**src/rtl/bram_fifo_pkg.sv**
```systemverilog
// Shared constants for the block-RAM FIFO controller.
package bram_fifo_pkg;

  localparam int unsigned DATA_W_DEF = 8;
  localparam int unsigned ADDR_W_DEF = 3;

  // Read data from the RAM core appears this many clka cycles after the
  // address is sampled.
  localparam int unsigned RAM_RD_LAT = 1;

  // Number of RAM entries addressed by an addr_w-bit address.
  function automatic int unsigned depth_of(input int unsigned addr_w);
    return 32'd1 << addr_w;
  endfunction

endpackage

```
**src/rtl/bram_fifo_ctrl.sv**
```systemverilog
// Streaming FIFO controller owning the single port of an 8x8 block RAM.
// Bytes enter on a valid/ready input, are written to the RAM, read back in
// order and presented through a one-entry output register.
module bram_fifo_ctrl
  import bram_fifo_pkg::*;
#(
  parameter int unsigned DATA_W = DATA_W_DEF,
  parameter int unsigned ADDR_W = ADDR_W_DEF
) (
  input  logic              clka,
  input  logic              rsta_n,
  input  logic              in_valid,
  input  logic [DATA_W-1:0] in_data,
  output logic              in_ready,
  output logic              out_valid,
  output logic [DATA_W-1:0] out_data,
  input  logic              out_ready,
  output logic [ADDR_W:0]   occupancy,
  output logic              full,
  output logic              empty,
  output logic              wea,
  output logic [ADDR_W-1:0] addra,
  output logic [DATA_W-1:0] dina,
  input  logic [DATA_W-1:0] douta
);

  localparam int unsigned DEPTH = depth_of(ADDR_W);
  localparam int unsigned CNT_W = ADDR_W + 1;

  logic [ADDR_W-1:0] wr_ptr_q, wr_ptr_d;
  logic [ADDR_W-1:0] rd_ptr_q, rd_ptr_d;
  logic [CNT_W-1:0]  ram_cnt_q, ram_cnt_d;
  logic              rd_pending_q, rd_pending_d;
  logic              out_valid_q, out_valid_d;
  logic [DATA_W-1:0] out_data_q, out_data_d;

  logic rd_issue;
  logic wr_fire;
  logic ram_full;

  // Port arbitration: a read is issued only when the output path is free,
  // and it takes the port ahead of any write. Depends on registered state
  // only, so out_ready and in_valid never reach in_ready.
  always_comb begin
    ram_full = (ram_cnt_q == CNT_W'(DEPTH));
    rd_issue = (ram_cnt_q != '0) && !rd_pending_q && !out_valid_q && rsta_n;
    in_ready = rsta_n && !ram_full && !rd_issue;
    wr_fire  = in_valid && in_ready;
    wea      = wr_fire;
    addra    = rd_issue ? rd_ptr_q : wr_ptr_q;
    dina     = in_data;
  end

  // Next-state computation for pointers, count and the output register.
  always_comb begin
    wr_ptr_d     = wr_ptr_q;
    rd_ptr_d     = rd_ptr_q;
    ram_cnt_d    = ram_cnt_q;
    rd_pending_d = rd_issue;
    out_valid_d  = out_valid_q;
    out_data_d   = out_data_q;

    if (wr_fire) begin
      wr_ptr_d  = wr_ptr_q + ADDR_W'(1);
      ram_cnt_d = ram_cnt_q + CNT_W'(1);
    end
    if (rd_issue) begin
      rd_ptr_d  = rd_ptr_q + ADDR_W'(1);
      ram_cnt_d = ram_cnt_q - CNT_W'(1);
    end

    // A pending read always lands in an empty output register, because a
    // read is only issued while out_valid is low.
    if (rd_pending_q) begin
      out_data_d  = douta;
      out_valid_d = 1'b1;
    end else if (out_valid_q && out_ready) begin
      out_valid_d = 1'b0;
    end
  end

  // State registers with synchronous active-low reset.
  always_ff @(posedge clka) begin
    if (!rsta_n) begin
      wr_ptr_q     <= '0;
      rd_ptr_q     <= '0;
      ram_cnt_q    <= '0;
      rd_pending_q <= 1'b0;
      out_valid_q  <= 1'b0;
      out_data_q   <= '0;
    end else begin
      wr_ptr_q     <= wr_ptr_d;
      rd_ptr_q     <= rd_ptr_d;
      ram_cnt_q    <= ram_cnt_d;
      rd_pending_q <= rd_pending_d;
      out_valid_q  <= out_valid_d;
      out_data_q   <= out_data_d;
    end
  end

  // Status outputs derived from registered state.
  always_comb begin
    out_valid = out_valid_q;
    out_data  = out_data_q;
    occupancy = ram_cnt_q + CNT_W'(rd_pending_q) + CNT_W'(out_valid_q);
    full      = ram_full;
    empty     = (occupancy == '0);
  end

endmodule

```
**config.mk**
```make
export PLATFORM = sky130hd
export DESIGN_NAME = bram_fifo_ctrl
export DESIGN_NICKNAME = d
export VERILOG_FILES = /design/src/rtl/bram_fifo_pkg.sv /design/src/rtl/bram_fifo_ctrl.sv
export SDC_FILE = /design/constraint.sdc
export NUM_CORES = 1
export LEC_CHECK = 0
export ABC_AREA = 1
export CAP_MARGIN = 25
export CORE_MARGIN = 2
export CORE_UTILIZATION = 44
export CTS_CLUSTER_SIZE = 16
export DETAILED_ROUTE_END_ITERATION = 8
export GPL_TIMING_DRIVEN = 1
export PLACE_DENSITY = 0.94
export SYNTH_ARGS = -nofsm -noshare
export SYNTH_HDL_FRONTEND = slang
export SYNTH_SLANG_ARGS = --single-unit
```
**constraint.sdc**
```tcl
create_clock -name clka -period 3.8 [get_ports clka]
set_clock_uncertainty 0.05 [all_clocks]
set_input_delay 0.38 -clock clka [delete_from_list [all_inputs] [get_ports clka]]
set_output_delay 0.38 -clock clka [all_outputs]
set_load 0.01 [all_outputs]
```
After elaboration in Yosys (flattened, before gate mapping). Index checks and enable logic that the tools add are counted.

Word-level logic and storage cells: 33. Flip-flop bits (word level): 20. Input bits: 20.

$add $sub $neg: 6. Reductions and logical operators: 15. Mux-type cells: 5. Eq/ne operators: 1.

Operator list (count): 4-bit by 1-bit adder with 4-bit output (2); 4-bit two-way mux (2); 1-bit logical AND (7); 3-bit by 1-bit adder with 3-bit output (second input constant) (2); 4-bit by 1-bit adder with 4-bit output (second input constant) (1); 4-bit equality test (second input constant) (1); 1-bit zero test (4); 4-bit zero test (1); 2-bit nonzero test (2); 4-bit nonzero test (1); 4-bit by 1-bit subtractor with 4-bit output (second input constant) (1); 3-bit two-way mux (1); 1-bit two-way mux (2).

Logic depth before layout (Yosys ltp).
Word-level depth: 9. Mapped depth: 12. Gate-level depth less buffers: 12.

Worst setup path before layout. No wires, ideal clock.

Kind: register -> output. From: reg out_valid_q, in the netlist out_valid. To: out empty. Path slack: 1.778 ns. Cell stages (with the launch flop): 5. Path buffers: 0. Arrival: 1.592 ns. Data required time: 3.370 ns. Path through: dfxtp_1 -> fa_1 -> ha_1 -> xor2_1 -> nor4_1.

Word-level cells in the longest chain between the ends: 2.

RTL lines: start, declared (RTL line bram_fifo_ctrl.sv:34) `logic out_valid_q, out_valid_d;`; start signal, assigned (RTL line bram_fifo_ctrl.sv:96) `out_valid_q <= out_valid_d;`; 4-bit by 1-bit adder with 4-bit output (RTL line bram_fifo_ctrl.sv:105) `occupancy = ram_cnt_q + CNT_W'(rd_pending_q) + CNT_W'(out_valid_q);`; named net occupancy[2] (RTL line bram_fifo_ctrl.sv:18) `output logic [ADDR_W:0] occupancy,`; 4-bit zero test (RTL line bram_fifo_ctrl.sv:107) `empty = (occupancy == '0);`; end, declared (RTL line bram_fifo_ctrl.sv:20) `output logic empty,`.

The timed path passes the listed nets, and every way through them passes these cells.

Worst setup path after layout.
From: in rsta_n. To: out addra[1].

Word-level cells in the longest chain between the ends: 2.

RTL lines: start, declared (RTL line bram_fifo_ctrl.sv:11) `input logic rsta_n,`; 1-bit logical AND (RTL line bram_fifo_ctrl.sv:46) `rd_issue = (ram_cnt_q != '0) && !rd_pending_q && !out_valid_q && rsta_n;`; named net rd_issue (RTL line bram_fifo_ctrl.sv:37) `logic rd_issue;`; 3-bit two-way mux (RTL line bram_fifo_ctrl.sv:50) `addra = rd_issue ? rd_ptr_q : wr_ptr_q;`; end, declared (RTL line bram_fifo_ctrl.sv:22) `output logic [ADDR_W-1:0] addra,`.

The timed path passes the listed nets, and every way through them passes these cells.

==> flow_summary.toml <==
[sta]
timing_hold_violations_final = 0
final.setup.worst_slack_ns = 0.900
slew_headroom_pct = 64.7
fmax_ghz = 0.345
final.period_utilization_pct = 76.3
report.final.slew_viol_count = 0
min_period_ns = 2.90
grt_setup_unrepaired = "no"
finalSetupTns_ns = 0
finalSetupViolations = 0
worstMarginPinSlew_ns = 0.528

[grt]
grt_pass1_wl_mm = 3.93
number_of_global_route_vias_before_repair = 928
grt_use_total_pct = 18.8
grt_overflow = 0
grt_max_degree = 18
number_of_antenna_violations_at_the_first_check_in_global_routing = 0

[power]
power_frac_seq_pct = 30.0
power_density_nw_per_um2 = 844
combPwrFrac_pct = 55.2
power.internal_uw = 694
power_switching_share_pct = 41.3
clockPowerShare_pct = 14.7
leakagePower_nw = 0.618
total_switching_power_uw = 488
irDropWorstVdd_v = 0.000477

[place]
post-dp-hpwl_mm = 1.77
placement.setup.worst_slack_ns = 0.900
gp_congestion = 0.789
port_buffers = 31
detailed_place.area_sq_um = 1350

[cts]
clock_latency_ns = 0.31
clock_tree.root_cell = "clkbuf_4"
cts_hold_repair.buffers = 0
clock_tree_from_tritoncts = "done"
cts_post_setup_buffers_inserted = 0
cts-buffers-inserted = 3
cts-htree-levels = 1
worst_setup_hold_path_clk_slew_ns = 0.12
cts.repair.resized = 0
max_clock_buf_depth = 2
tritoncts_num_sinks = 20

[yosys]
syn-instance-count = 137
synth-seq-cells = 20
post_synth_net_total = 164
synthesis.area_per_instance_sq_um = 7.87
synth.yosys.warnings = 0
netlist_area_sq_um = 1080
synth.yosys.seq_area_share_pct = 37.1
synthDistinctLibCells = 24

[job]
drv.max_cap_violation_count = 0

[floorplanning]
die_area_sq_um = 2860
core.rowCount = 17
die_w_um = 53.5
floorplan.initialDensity_pct = 47.8
design.portCount = 48
chipHeight_um = 53.5
placeableCoreArea_sq_um = 2250

[cells_and_area]
postLayoutCoreUtil_pct = 62.2
fillerInstances = 204
area_growth_syn_to_layout_pct = 29.9
final_design_area_no_fill_sq_um = 1400
layout-drive-gt1-share_pct = 10.5
antenna-diode-count = 0
design.final.nets = 190

[detailed_routing]
routed-via-count = 954
drcViolationCount = 0
first_iter_violations = 15
avgRoutedWirePerCell_um = 12.3
detail-route-antenna-nets = 0
drt_first_pass_iters = 4
drt-vias-per-instance = 5.02
totalWireLength_mm = 2.34

[setup_path]
endpoint_class_of_the_critical_path = "output port"
critPathLaunchType = "input port"
timing.critical_path.fanout_max = 17
cp.arrival_ns = 2.47
worst_setup_path_category = "input port to output port"
r2r_setup_slack_ns = 1.61
critical_path_required_ns = 3.37

[run_status]
outcome = "completed"

[hold_path]
hold_path.class = "flip-flop to flip-flop"
## area by class of cell
type                    count  area [sq um]  area share, %
repair buffers             31           310           22.1
multi-input cells          93           548           39.1
well taps                  28          35.0           2.50
clock inverters             1          30.0           2.14
clock buffers               3          22.5           1.61
inverters                  14          55.1           3.93
flip-flops and latches     20           400           28.6
## critical path, stage by stage
cell and delay (ns):
clkdlybuf4s50_1 0.80, inv_2 0.15, nor2_4 0.15, nand2_4 0.14
inv_2 0.16, nand2_1 0.06, o21ai_0 0.06, clkdlybuf4s50_1 0.55
## placed cells by master, fill, tap and decap left out
master,n
nand2_2,1
nand4_1,1
nor2_2,1
inv_4,1
nand3_2,1
nand3_4,1
nor2_4,1
o21ai_0,12
fa_1,2
ha_1,5
xor2_1,4
nand2_4,3
nand3_1,6
a21oi_1,10
inv_2,3
nand2_1,18
dfxtp_1,20
clkbuf_4,3
clkdlybuf4s50_1,31
a21oi_2,1
inv_1,10
nor2_1,24
nor4_1,2
bufinv_16,1
## registers in the layout (all words and copies together), names as in the netlist
name	flops
out_data	8
rd_ptr_q	3
ram_cnt_q	4
rd_pending_q	1
wr_ptr_q	3
out_valid	1
## through the flow
stage / power [mW] / std cells / hold WS [ns]
detailed placement: 1.01 / 186 / 0.425
CTS: 1.19 / 190 / 0.443
floorplan: 0.752 / 137 / 0.387
finish: 1.18 / 190 / 0.443
global placement: 0.980 / 186 / 0.398
global route: 1.28 / 190 / 0.490
## layer usage
layer	GRT usage (%)	vias to the layer above	wire length (um)
li1	-	487	-
met1	22.7	435	993
met2	32.9	29	1190
met3	3.95	3	134
met4	6.41	0	27
met5	0	-	0
## cells in the mapped netlist
| library cell | count | area share, % |
|---|---|---|
| a21oi_1 | 10 | 4.6 |
| a21oi_2 | 1 | 0.81 |
| buf_4 | 8 | 5.6 |
| buf_6 | 1 | 1.0 |
| clkbuf_1 | 1 | 0.35 |
| dfxtp_1 | 20 | 37 |
| fa_1 | 2 | 3.7 |
| ha_1 | 5 | 5.8 |
| inv_1 | 10 | 3.5 |
| inv_2 | 3 | 1.0 |
| inv_4 | 1 | 0.58 |
| nand2_1 | 18 | 6.3 |
| nand2_2 | 1 | 0.58 |
| nand2_4 | 3 | 3.1 |
| nand3_1 | 6 | 2.8 |
| nand3_2 | 1 | 0.93 |
| nand3_4 | 1 | 1.6 |
| nand4_1 | 1 | 0.58 |
| nor2_1 | 24 | 8.4 |
| nor2_2 | 1 | 0.58 |
| nor2_4 | 1 | 1.0 |
| nor4_1 | 2 | 1.2 |
| o21ai_0 | 12 | 5.6 |
| xor2_1 | 4 | 3.2 |
## cell families (layout without fill, tap and decap cells)
kind of cell | count (synthesis) | in the layout | share of synthesized area, %
AOI/OAI and AO/OA | 23 | 23 | 11.0
xor gates and xnor gates | 4 | 4 | 3.25
adders and majority gates | 7 | 7 | 9.51
buffers and inverters | 24 | 49 | 12.1
DFF | 20 | 20 | 37.1
and+or+nand+nor | 59 | 59 | 27.0
## path summary, 6_finish.rpt
| check | start | end | cells past startpoint |
|---|---|---|---|
| max reg2reg | rd_pending_q$_SDFF_PN0_ | ram_cnt_q[3]$_SDFFE_PN0P_ | 12 |
| min | rd_ptr_q[2]$_SDFFE_PN0P_ | rd_ptr_q[2]$_SDFFE_PN0P_ | 2 |
| min reg2reg | rd_ptr_q[2]$_SDFFE_PN0P_ | rd_ptr_q[2]$_SDFFE_PN0P_ | 2 |
| max | rsta_n | addra[1] | 8 |
## power by group through the flow
stage                     Clock (mW)  Sequential [mW]  Combinational, mW
after floorplan                    0            0.353              0.399
after global placement             0            0.354              0.626
after detailed placement           0            0.357              0.652
after CTS                      0.178            0.354              0.662
after global routing           0.185            0.365              0.725
final                          0.174            0.355              0.653
Power figures use the tool's default switching activity.
